## src/rtl/uart_tx_ctrl.sv

```systemverilog
// UART transmit controller: sequences start/data/parity/stop and drives the line-mux select.
// Optional UART_TX_DOUBLE_BUFFER_EN adds a one-word holding register and o_buf_full.
module uart_tx_ctrl #(
    parameter int DATA_WIDTH = 8
) (
    input  logic                  i_clk,
    input  logic                  i_rst_n,
    input  logic [DATA_WIDTH-1:0] i_data,
    input  logic                  i_data_valid,
    input  logic                  i_par_en,
    input  logic                  i_par_type,
    output logic [1:0]            o_sel,
    output logic                  o_ser_bit,
    output logic                  o_par_bit,
    output logic                  o_busy,
`ifdef UART_TX_DOUBLE_BUFFER_EN
    output logic                  o_buf_full,
`endif
    output logic [2:0]            o_state
);

    localparam int CNT_W = (DATA_WIDTH > 1) ? $clog2(DATA_WIDTH) : 1;
    localparam logic [CNT_W-1:0] CNT_LAST = CNT_W'(DATA_WIDTH - 1);

    localparam logic [2:0] ST_IDLE   = 3'd0;
    localparam logic [2:0] ST_START  = 3'd1;
    localparam logic [2:0] ST_DATA   = 3'd2;
    localparam logic [2:0] ST_PARITY = 3'd3;
    localparam logic [2:0] ST_STOP   = 3'd4;

    localparam logic [1:0] SEL_START  = 2'b00;
    localparam logic [1:0] SEL_DATA   = 2'b01;
    localparam logic [1:0] SEL_PARITY = 2'b10;
    localparam logic [1:0] SEL_STOP   = 2'b11;

    logic [2:0]            state_q, state_d;
    logic [CNT_W-1:0]      cnt_q, cnt_d;
    logic [DATA_WIDTH-1:0] data_q;
    logic                  par_en_q;
    logic                  load;
    logic [DATA_WIDTH-1:0] ld_data;
    logic                  ld_par_type;
    logic                  ld_par_en;
    logic [1:0]            sel_d;
    logic                  ser_d;
    logic                  par_d;
    logic                  busy_d;

    // Handshake: i_data_valid has no ready partner. A word is taken when valid is
    // high on an edge where the controller can accept it (IDLE or STOP, or any busy
    // state with an empty holding register in the buffered build); otherwise the
    // request is dropped, so a producer holds valid until the launch shows on o_sel.

`ifdef UART_TX_DOUBLE_BUFFER_EN
    logic [DATA_WIDTH-1:0] hold_data_q;
    logic                  hold_par_en_q;
    logic                  hold_par_type_q;
    logic                  hold_full_q;
    logic                  hold_wr;

    assign hold_wr = i_data_valid && !hold_full_q &&
                     (state_q == ST_START || state_q == ST_DATA || state_q == ST_PARITY);
    assign o_buf_full = hold_full_q;

    always_ff @(posedge i_clk or negedge i_rst_n) begin
        if (!i_rst_n) begin
            hold_data_q     <= '0;
            hold_par_en_q   <= 1'b0;
            hold_par_type_q <= 1'b0;
            hold_full_q     <= 1'b0;
        end else if (state_q == ST_STOP && hold_full_q) begin
            hold_full_q <= 1'b0;
        end else if (hold_wr) begin
            hold_data_q     <= i_data;
            hold_par_en_q   <= i_par_en;
            hold_par_type_q <= i_par_type;
            hold_full_q     <= 1'b1;
        end
    end
`endif

    always_comb begin
        state_d     = state_q;
        cnt_d       = cnt_q;
        load        = 1'b0;
        ld_data     = i_data;
        ld_par_en   = i_par_en;
        ld_par_type = i_par_type;
        case (state_q)
            ST_IDLE: begin
                if (i_data_valid) begin
                    state_d = ST_START;
                    load    = 1'b1;
                end
            end
            ST_START: begin
                state_d = ST_DATA;
                cnt_d   = '0;
            end
            ST_DATA: begin
                if (cnt_q == CNT_LAST) begin
                    cnt_d   = '0;
                    state_d = par_en_q ? ST_PARITY : ST_STOP;
                end else begin
                    cnt_d = cnt_q + CNT_W'(1);
                end
            end
            ST_PARITY: state_d = ST_STOP;
            ST_STOP: begin
`ifdef UART_TX_DOUBLE_BUFFER_EN
                if (hold_full_q) begin
                    state_d     = ST_START;
                    load        = 1'b1;
                    ld_data     = hold_data_q;
                    ld_par_en   = hold_par_en_q;
                    ld_par_type = hold_par_type_q;
                end else
`endif
                if (i_data_valid) begin
                    state_d = ST_START;
                    load    = 1'b1;
                end else begin
                    state_d = ST_IDLE;
                end
            end
            default: state_d = ST_IDLE;
        endcase

        case (state_d)
            ST_START:  sel_d = SEL_START;
            ST_DATA:   sel_d = SEL_DATA;
            ST_PARITY: sel_d = SEL_PARITY;
            default:   sel_d = SEL_STOP;
        endcase
        // data_q is already the latched word by the time DATA is entered.
        ser_d  = (state_d == ST_DATA) ? data_q[cnt_d] : 1'b0;
        par_d  = load ? ((^ld_data) ^ ld_par_type) : o_par_bit;
        busy_d = (state_d != ST_IDLE);
    end

    always_ff @(posedge i_clk or negedge i_rst_n) begin
        if (!i_rst_n) begin
            state_q   <= ST_IDLE;
            cnt_q     <= '0;
            data_q    <= '0;
            par_en_q  <= 1'b0;
            o_sel     <= SEL_STOP;
            o_ser_bit <= 1'b0;
            o_par_bit <= 1'b0;
            o_busy    <= 1'b0;
        end else begin
            state_q   <= state_d;
            cnt_q     <= cnt_d;
            if (load) begin
                data_q   <= ld_data;
                par_en_q <= ld_par_en;
            end
            o_sel     <= sel_d;
            o_ser_bit <= ser_d;
            o_par_bit <= par_d;
            o_busy    <= busy_d;
        end
    end

    assign o_state = state_q;

endmodule

```

## config.mk

```make
export PLATFORM = sky130hd
export DESIGN_NAME = uart_tx_ctrl
export DESIGN_NICKNAME = d
export VERILOG_FILES = /design/src/rtl/uart_tx_ctrl.sv
export SDC_FILE = /design/constraint.sdc
export NUM_CORES = 1
export LEC_CHECK = 0
export CAP_MARGIN = 20
export CORE_ASPECT_RATIO = 1.2
export CORE_UTILIZATION = 53
export DETAILED_ROUTE_END_ITERATION = 8
export PLACE_DENSITY_LB_ADDON = 0.08
export SLEW_MARGIN = 25
export SYNTH_ARGS = -nofsm -noshare
export SYNTH_HDL_FRONTEND = slang
export SYNTH_SLANG_ARGS = --single-unit
```

## constraint.sdc

```tcl
create_clock -name i_clk -period 3 [get_ports i_clk]
set_input_delay 0.3 -clock i_clk [delete_from_list [all_inputs] [get_ports i_clk]]
set_output_delay 0.3 -clock i_clk [all_outputs]
set_load 0.02 [all_outputs]
```

Word-level counts from Yosys, hierarchy flattened. Index checks and enable logic that the tools add are counted.

Bits in registers: 20. Bits of input ports: 13. Output and inout bits: 8. Word-level logic and storage cells: 36.

$add $sub $neg: 1. Order comparisons: 1. Equal/unequal tests: 8. Muxes and demuxes: 13. Bitwise logic cells: 1. Reduce and logical (&&, ||, !) cells: 4.

Operator list (count): 3-bit one-hot mux with 5 select lines (1); 3-bit by 2-bit equality test with 1-bit output (second input constant) (4); 3-bit two-way mux (4); 8-bit parity (1); 3-bit by 1-bit equality test with 1-bit output (second input constant) (2); 3-bit equality test (second input constant) (2); 2-bit one-hot mux with 3 select lines (1); 3-bit one-hot mux with 2 select lines (1); 1-bit two-way mux (5); 3-bit by 4-bit < comparator with 1-bit output (second input constant) (1); 3-bit by 1-bit adder with 3-bit output (second input constant) (1); 1-bit binary-select mux with 3-bit select (1); 3-bit logical NOT (1); 3-bit nonzero test (1); 2-bit OR reduction (1); 1-bit XOR (1).

Longest topological paths before layout. Gate-level depths: netlist (run 1).

Word-level depth: 6. Depth in mapped cells: 7.

Worst setup path after synthesis (run 1). OpenSTA, ideal clock, no wires.

Path kind: register to register. From: reg cnt_q[0]. To: reg o_ser_bit. Library setup time: 120 ps. Data arrival time: 1820 ps. Required time: 2880 ps. Path slack: 1061 ps. Cell stages (with the launch flop): 8. Path buffers: 0. Period minus slack after synthesis: 1939 ps. Cell sequence: dfrtp_1 > ha_1 > ha_1 > nor2b_1 > a221oi_4 > mux2i_1 > nand2_1 > a31o_1.

Longest elaborated chain between the ends: 6. Elaborated cells between the ends (all ways): 10.

RTL lines: start: declaration (RTL line 37) `logic [CNT_W-1:0] cnt_q, cnt_d;`; start signal: assignment (RTL line 153) `cnt_q <= cnt_d;`; 3-bit by 1-bit adder with 3-bit output or 3-bit equality test (tied branches) (RTL line 105, 101); 3-bit two-way mux (RTL line 101) `if (cnt_q == CNT_LAST) begin`; 3-bit one-hot mux with 2 select lines (RTL line 89) `case (state_q)`; 1-bit binary-select mux with 3-bit select (RTL line 136) `ser_d = (state_d == ST_DATA) ? data_q[cnt_d] : 1'b0;`; 1-bit two-way mux (implied by the code) (RTL line 136); 1-bit two-way mux * (RTL line 136); via ser_d (RTL line 45) `logic ser_d;`; end signal: assignment (RTL line 159) `o_ser_bit <= ser_d;`; end: declaration (RTL line 13) `output logic o_ser_bit,`.

Mark *: on every way through the listed nets, which the timed path passes. The rest lies on a longest branch. The select of a mux whose other input is x is not followed. A chain may end at the register's enable or synchronous reset.

Worst setup path after layout (run 1). Same ends and word-level chain as after synthesis.

==> summary.md, run 1 <==
The number of antenna violations at the first check in global routing was 0. The number of warnings reported in the yosys synthesis log was 0; the maximum count of clock buffers along a single path was 2. The total routed wirelength is 1.786 mm. The arithmetic-cell share of the synthesized area counting full adders, half adders and majority gates was 2.401%; the post-place instance area was 0.001250 sq mm.

Across every metal layer, demand over resource in global routing totals 20.83%. The detailed router finished its first iteration with 4 violations. The cell that appears most often on the critical path is sky130_fd_sc_hd__ha_1. The post-synthesis to final-layout area growth was 22.93%. The CTS H-tree depth is 1, and the largest net degree at the start of global routing is 21. The congestion estimate from routability-driven global placement came to 0.8212. The area of combinational cells with multiple inputs was 511.7 sq um. Derived from the worst setup path, the maximum achievable clock frequency is 483.7 MHz. The starting density of the core was 56.32%; the post-synthesis area per instance was 12.41 sq um. The fraction of the cycle the final worst path needs works out to 68.92%. At the pin with the least slew margin, the transition time is 0.4954 ns. Data on the critical path is required at its endpoint by 3.19 ns.

Among all cell types in the netlist, the one instantiated most often is sky130_fd_sc_hd__dfrtp_1. The run gives 66.94% as the normalized max-slew margin. The clock reaches the later pin of the worst-skew pair after 0.29 ns. The core region is 0.001851 sq mm. Port buffering added 20 buffers. The worst register-to-register path has a depth of 7. After detailed routing, the number of vias per cell comes to 5.595. STA classifies the critical path startpoint as a register.

For the number of filler instances in the final layout, the log shows 153. The number of setup buffers added after CTS was 0. The detail route stage leaves a number of antenna-violating nets equal to 0.

The worst register-to-register path begins at cnt_q[0]$_DFF_PN0_. The number of setup violations in the final report is 0. Leakage dissipation: 0.5611 nW. The number of hold buffers added after CTS was 0. The placed wire-length estimate after detailed placement was 1.446 mm; the proportion of register bits with asynchronous set or reset after synthesis was 100.0%. The mux cell area share after synthesis works out to 15.73%. Tracing the worst setup path back leads to its startpoint at cnt_q[0]$_DFF_PN0_. The repair_antennas step left the layout with diodes totalling 0. Row generation in the floorplan step produced 17 rows. The die covers 0.002148 sq mm. The root buffer cell is sky130_fd_sc_hd__clkbuf_4. After routing, the total negative slack on setup checks comes to 0 ns. IR analysis of the VDD net gives a maximum drop of 0.5119 mV. The end of the worst register-to-register path is o_ser_bit$_DFF_PN0_. Clock-pin slew was measured on the worst setup and hold paths at 0.11 ns. The critical path goes through ha_1 -> ha_1 -> nor2b_1 -> a221oi_4 -> mux2i_1 -> nand2_1 -> a31o_1. The hold violation count in the final report came out at 0. The post-detailed-route wirelength per cell came out at 14.17 um. Setup repair after global routing left no endpoint under its margin. After layout, the minimum clock period comes to 2.068 ns. Between clock sinks in the finished design, the worst skew comes to 0.009916 ns.

Family of cells with the greatest summed delay on the critical path: compound AO/OA/AOI/OAI gates. The routed layout has 705 vias. The first-pass iteration count of the detailed router was 4. The total global routing overflow was 0.

For this design the ratio of total power to cell area is 944.1 mW/mm^2. The post-CTS resize count was 0; the sink count of the clock tree was 20. The path class of the tightest hold or removal check is in -> async. The horizontal die dimension is 42.48 um. TritonCTS built the clock tree. The tools report the synthesized instance count as 84. The highest net fanout along the worst path works out to 5. Of all cell types, the one taking the most synthesized area is sky130_fd_sc_hd__dfrtp_1. The logs give 48.26% for the portion of the post-synthesis area used by sequential elements and 0.001042 sq mm for the netlist area before placement. The main combinational cell family by area after synthesis was multiplexers.

Data on the critical path arrives at its endpoint at 2.26 ns. Counting both buffers and inverters, the worst setup path holds a total of 0. For this run, the slowest stage of the critical path takes 0.44 ns. The portion of synthesized cell area occupied by the leading cell type was 43.22%; the number of top-level pins was 21. The worst hold margin is 0.4660 ns. Summing the areas of all compound-gate instances in the mapped netlist gives 11.76% of the synthesized area. The die is 50.58 um tall. Synthesis produced a netlist with a net count of 99.

The worst setup path is of the reg -> reg kind. Summing all non-filler instances in the final layout gives an area of 0.001281 sq mm. In this run the worst setup path terminates at o_ser_bit$_DFF_PN0_. The critical path crosses 7 cells after its start point.

The net total in the final layout is 123, and the total clock buffers created by CTS is 3. The worst setup path is captured at a register. In the post-synthesis netlist, the biggest area contributors are sky130_fd_sc_hd__dfrtp_1, sky130_fd_sc_hd__mux2_2, sky130_fd_sc_hd__a221oi_4, sky130_fd_sc_hd__dfstp_2, sky130_fd_sc_hd__xnor2_1. The first global-routing pass estimated 3.312 mm of wire. Of the total synthesized cell area, the portion taken by AND, OR, NAND and NOR gates is 12.48%.

Max-cap violations in this run came to 0. The number of global-route vias before repair was 749; the post-synthesis cell type count was 30. Counting instances in the post-synthesis netlist gives the leading cell types as sky130_fd_sc_hd__dfrtp_1, sky130_fd_sc_hd__mux2_2, sky130_fd_sc_hd__xnor2_1. The count of final max-slew check failures is 0. The most used flip-flop cell after synthesis is sky130_fd_sc_hd__dfrtp_1. The post-synthesis share of cell area spent on xor and xnor gates was 6.723%. On the critical path, the stage with the largest delay is an instance of sky130_fd_sc_hd__dfrtp_1. The share of layout cells above drive strength 1 was 19.63%; the flop-to-flop setup slack was 0.93 ns.

The number of flops mapped to enable cells by yosys is 0. The run finished with clean final reports. The residual DRC count was 0; the storage element area was 503.0 sq um.

The synthesized design contains 20 register bits.
[routing by layer]
| layer | track usage [%] | up-vias | wire (um) |
|---|---|---|---|
| met3 | 3.597 | 4 | 49 |
| met4 | 8.854 | 0 | 31 |
| met1 | 22.59 | 344 | 707 |
| met2 | 38.97 | 20 | 998 |
| li1 | - | 337 | - |
| met5 | 0 | - | 0 |
[cells in the final DEF, fill, tap and decap left out, drive strengths merged, types with 3 or more instances in the layout]
master	netlist	final
clkbuf	0	4
nor2b	4	4
inv	3	3
clkdlybuf4s50	0	19
nand2	4	4
mux2i	4	4
dfrtp	18	18
nand2b	4	4
mux2	11	11
a21oi	4	4
xnor2	6	6
[cells by family (layout without fill, tap and decap cells)]
logic type               after synthesis  after routing
AND/OR/NAND/NOR                       22             22
flip-flops                            20             20
multiplexers                          15             15
AO/OA/AOI/OAI                         12             12
XOR/XNOR                               8              8
buffers and inverters                  5             28
adder cells (fa/ha/maj)                2              2
[metrics by stage]
stage	power (W)	worst slack, ns	utilization, %	cells
floorplan	0.0009263	1.061	-	84
global placement	0.001080	1.028	67.55	121
detailed placement	0.001105	0.9255	67.55	121
CTS	0.001231	0.9055	68.97	125
global route	0.001313	0.8230	69.24	126
finish	0.001210	0.9325	69.24	126
[state kept, by name, summed over array words and instances, names as in the netlist]
signal,cells
cnt_q,3
data_q,8
o_busy,1
o_par_bit,1
o_sel,2
o_ser_bit,1
o_state,3
par_en_q,1
[power breakdown]
part	switching, W	internal [W]	leakage, nW
Clock	0.0000724	0.0000516	0.0150
Combinational	0.000266	0.000317	0.306
Sequential	0.000105	0.000398	0.240
[area by class of cell]
| class | instances | area share, % |
|---|---|---|
| Multi-Input combinational cell | 59 | 39.94 |
| Clock buffer | 4 | 2.051 |
| Inverter | 3 | 0.8789 |
| Tap cell | 19 | 1.855 |
| Sequential cell | 20 | 39.26 |
| Timing Repair Buffer | 21 | 16.02 |
[how the worst min path moves through the flow]
stage | depth (start not counted) | end | slack, ns | from
3_3_place_gp | 1 | o_par_bit$_DFFE_PN0P_ | 0.49 | o_par_bit$_DFFE_PN0P_
6_report | 2 | cnt_q[0]$_DFF_PN0_ | 0.47 | i_rst_n
2_1_floorplan | 0 | cnt_q[0]$_DFF_PN0_ | 0.004 | i_rst_n
4_1_cts | 1 | cnt_q[0]$_DFF_PN0_ | 0.52 | i_rst_n
3_5_place_dp | 1 | data_q[2]$_DFFE_PN0P_ | 0.50 | data_q[2]$_DFFE_PN0P_
5_1_grt | 2 | cnt_q[0]$_DFF_PN0_ | 0.52 | i_rst_n
[worst reg2reg max path: stages, from the launching register on]
cell	delay, ns
sky130_fd_sc_hd__dfrtp_1	0.44
sky130_fd_sc_hd__ha_1	0.23
sky130_fd_sc_hd__ha_1	0.27
sky130_fd_sc_hd__nor2b_1	0.16
sky130_fd_sc_hd__a221oi_4	0.35
sky130_fd_sc_hd__mux2i_1	0.22
sky130_fd_sc_hd__nand2_1	0.07
sky130_fd_sc_hd__a31o_1	0.22
Power figures use the tool's default switching activity.
==> inputs of run 2 (changes only) <==
--- a/config.mk
+++ b/config.mk
@@ -7,7 +7,7 @@
 export LEC_CHECK = 0
 export CAP_MARGIN = 20
 export CORE_ASPECT_RATIO = 1.2
-export CORE_UTILIZATION = 53
+export CORE_UTILIZATION = 49
 export DETAILED_ROUTE_END_ITERATION = 8
 export PLACE_DENSITY_LB_ADDON = 0.08
 export SLEW_MARGIN = 25
==> constraint.sdc (replaced) <==
create_clock -name i_clk -period 2 [get_ports i_clk]
set_input_delay 0.2 -clock i_clk [delete_from_list [all_inputs] [get_ports i_clk]]
set_output_delay 0.2 -clock i_clk [all_outputs]
set_load 0.02 [all_outputs]
==> run 2 against run 1 <==
Fmax is 6.2% higher. Power increased by 63%. Non-clock buffer count rose by 7. Critical path type unchanged. Critical endpoint unchanged. Largest power group unchanged.
==> summary.md, run 2 (synthesized netlist as in run 1, its figures left out) <==
The flow ran to the end, and the final reports show no timing, DRC or antenna violations. After legalization and detailed placement, the total HPWL measured 1.464 mm. TritonCTS built the clock tree. The run gives 2.20 ns as the critical path data required time.

In this run the clock root is driven by a sky130_fd_sc_hd__clkbuf_4. The logs give 54.44% for the starting density of the core and 2 for the maximum count of clock buffers along a single path. Final core utilization: 71.50%. The total routed wirelength was 1.881 mm; the total clock buffers created by CTS was 3. The worst path in the final design needs a cycle of 1.947 ns, including I/O delays and setup.

The die covers 0.002316 sq mm. In this run the standard cell core region covers 0.001914 sq mm. The tools report the remaining antenna violation count as 0. For the global routing usage on met1, the log shows 22.82%. For this design the static power due to leakage is 0.6013 nW. The run gives 1 as the CTS H-tree depth. Setup repair after global routing could not meet its margin everywhere. Setup violations remaining at the end of the flow were counted as 0. The largest net degree at the start of global routing was 12; the peak ir drop on the vdd network was 0.7293 mV. Headroom to the max-slew limit came out at 67.20%. The horizontal die dimension was 44.10 um; the post-synthesis to final-layout area growth was 31.33%.

The tools report the diode insertion count for antenna repair as 0. For this run, design rule violations remaining after detail routing come to 0. The count of final max-slew check failures was 0. The wire length of the first global-routing pass was 3.229 mm.

For the number of filler instances in the final layout, the log shows 151. Global routing consumed, on the met3 layer, 4.138% of the routing resources. The final layout contains 130 nets.

The detailed router placed 712 vias in this run. The via-per-instance ratio is 5.353. Most common cell after layout, fill and taps aside: sky130_fd_sc_hd__clkdlybuf4s50_1. The register with the most flip-flops in the layout has 8 of them. The most used routing layer was met2. The congestion estimate from routability-driven global placement came to 0.8350. STA puts the critical path data arrival time at 2.14 ns. In the layout the commonest cells are sky130_fd_sc_hd__clkdlybuf4s50_1, sky130_fd_sc_hd__dfrtp_1, sky130_fd_sc_hd__mux2_2.

Clock-pin slew was measured on the worst setup and hold paths at 0.12 ns. The run gives 3 as the initial DRC count. The tools report the number of max-cap violations as 0.

Highest net fanout along the worst path: 5. The tools report the global-route usage over all layers as 19.52%. Worst clock skew: 0.008763 ns. The first-pass iteration count of the detailed router is 6. The clock latency on the worst-skew pair was 0.30 ns; the number of top-level pins was 21. The fraction of the cycle the final worst path needs was 97.34%; the total power of the final layout was 0.001973 W.

The die height is 52.52 um, and the highest achievable clock rate is 513.7 MHz. For the hold violation count in the final report, the log shows 0. The startpoint type of the worst setup path was a register. Number of antenna violations at the first check in global routing: 0.

The logs give 0 for the total global routing overflow and 0 for the number of buffers added to fix hold violations after cts. The post-detailed-route wirelength per cell is 14.14 um, and the global-route met2 utilization is 34.31%. The slew of the pin with the lowest slew margin is 0.4905 ns. For the sink count of the clock tree, the log shows 20. Final hold analysis gives a worst-case slack of 0.2132 ns. During placement, the flow inserted port buffers numbering 20. The floorplan has 17 rows. The sort of element at the end of the critical path is a register.

The placed instances occupy a cell area of 0.001303 sq mm. data_q holds more flip-flops than any other register. The setup path with the least slack is of type reg -> reg.

Cells with a size suffix above 1 make up 28.07% of the layout. The finished cells cover 0.001369 sq mm. The worst hold path belongs to the class in -> async. The number of global-route vias before repair came out at 710. The power per unit of standard cell area is 1441 mW/mm^2.
run 2: cell types whose count changed in the layout (fill, tap and decap cells not counted):
cell	previous run	this run
sky130_fd_sc_hd__nor2b_4	0	1
sky130_fd_sc_hd__clkdlybuf4s50_1	19	20
sky130_fd_sc_hd__clkbuf_8	0	1
sky130_fd_sc_hd__ha_1	2	0
sky130_fd_sc_hd__ha_4	0	1
sky130_fd_sc_hd__ha_2	0	1
sky130_fd_sc_hd__buf_4	0	8
sky130_fd_sc_hd__clkbuf_1	1	0
sky130_fd_sc_hd__dlygate4sd3_1	1	0
sky130_fd_sc_hd__buf_2	1	0
sky130_fd_sc_hd__nor2b_1	4	3
run 2: layout make-up:
| type | instances | area, sq um | area share, % |
|---|---|---|---|
| Clock buffer | 4 | 36.28 | 2.651 |
| Inverter | 3 | 11.26 | 0.8227 |
| Multi-Input combinational cell | 59 | 534.3 | 39.03 |
| Timing Repair Buffer | 28 | 260.3 | 19.01 |
| Tap cell | 19 | 23.77 | 1.737 |
| Sequential cell | 20 | 503.0 | 36.75 |
run 2: timing repair:
item / 4_1_cts / 5_1_grt
buffers inserted: 0 / 1
resized for setup: 3 / 1
setup endpoints to repair: 1 / 1
endpoints found under the hold margin: 0 / 0
pin swaps: 2 / 3
run 2: worst max-delay path, stage by stage (launching register included):
cell                       delay, ns
sky130_fd_sc_hd__dfrtp_1        0.40
sky130_fd_sc_hd__ha_2           0.20
sky130_fd_sc_hd__ha_4           0.20
sky130_fd_sc_hd__nor2b_4        0.12
sky130_fd_sc_hd__a221oi_4       0.35
sky130_fd_sc_hd__mux2i_1        0.25
sky130_fd_sc_hd__nand2_1        0.09
sky130_fd_sc_hd__a31o_1         0.23
run 2: report_power, final:
group	switching [W]	total, W	leakage, nW	internal (W)
registers	0.000116	0.000713	0.240	0.000597
logic	0.000466	0.00102	0.340	0.000557
clock network	0.000126	0.000237	0.0210	0.000111
total	0.000708	0.00197	0.601	0.00126
run 2: final timing paths:
check / from / slack [ns] / endpoint / cells after the start
max: cnt_q[1]$_DFF_PN0_ / 0.05 / o_ser_bit$_DFF_PN0_ / 7
min: i_rst_n / 0.21 / o_state[1]$_DFF_PN0_ / 1
max reg2reg: cnt_q[1]$_DFF_PN0_ / 0.05 / o_ser_bit$_DFF_PN0_ / 7
min reg2reg: data_q[5]$_DFFE_PN0P_ / 0.52 / data_q[5]$_DFFE_PN0P_ / 1
max in group asynchronous: i_rst_n / 1.25 / o_ser_bit$_DFF_PN0_ / 2
min in group i_clk: i_par_en / 0.52 / par_en_q$_DFFE_PN0P_ / 2
run 2: layer usage:
layer	part of all wire [%]	wire length, um
met5	0	0
met3	2.4	46
met4	1.4	27
met2	52	976
met1	44	830
run 2: stage by stage:
| step | setup TNS, ns | setup WS (ns) | cells |
|---|---|---|---|
| floorplan | 0 | 0.06058 | 84 |
| global placement | 0 | 0.08164 | 128 |
| detailed placement | -0.03532 | -0.03532 | 128 |
| CTS | 0 | 0.009231 | 132 |
| global route | -0.06459 | -0.06459 | 133 |
| finish | 0 | 0.05320 | 133 |
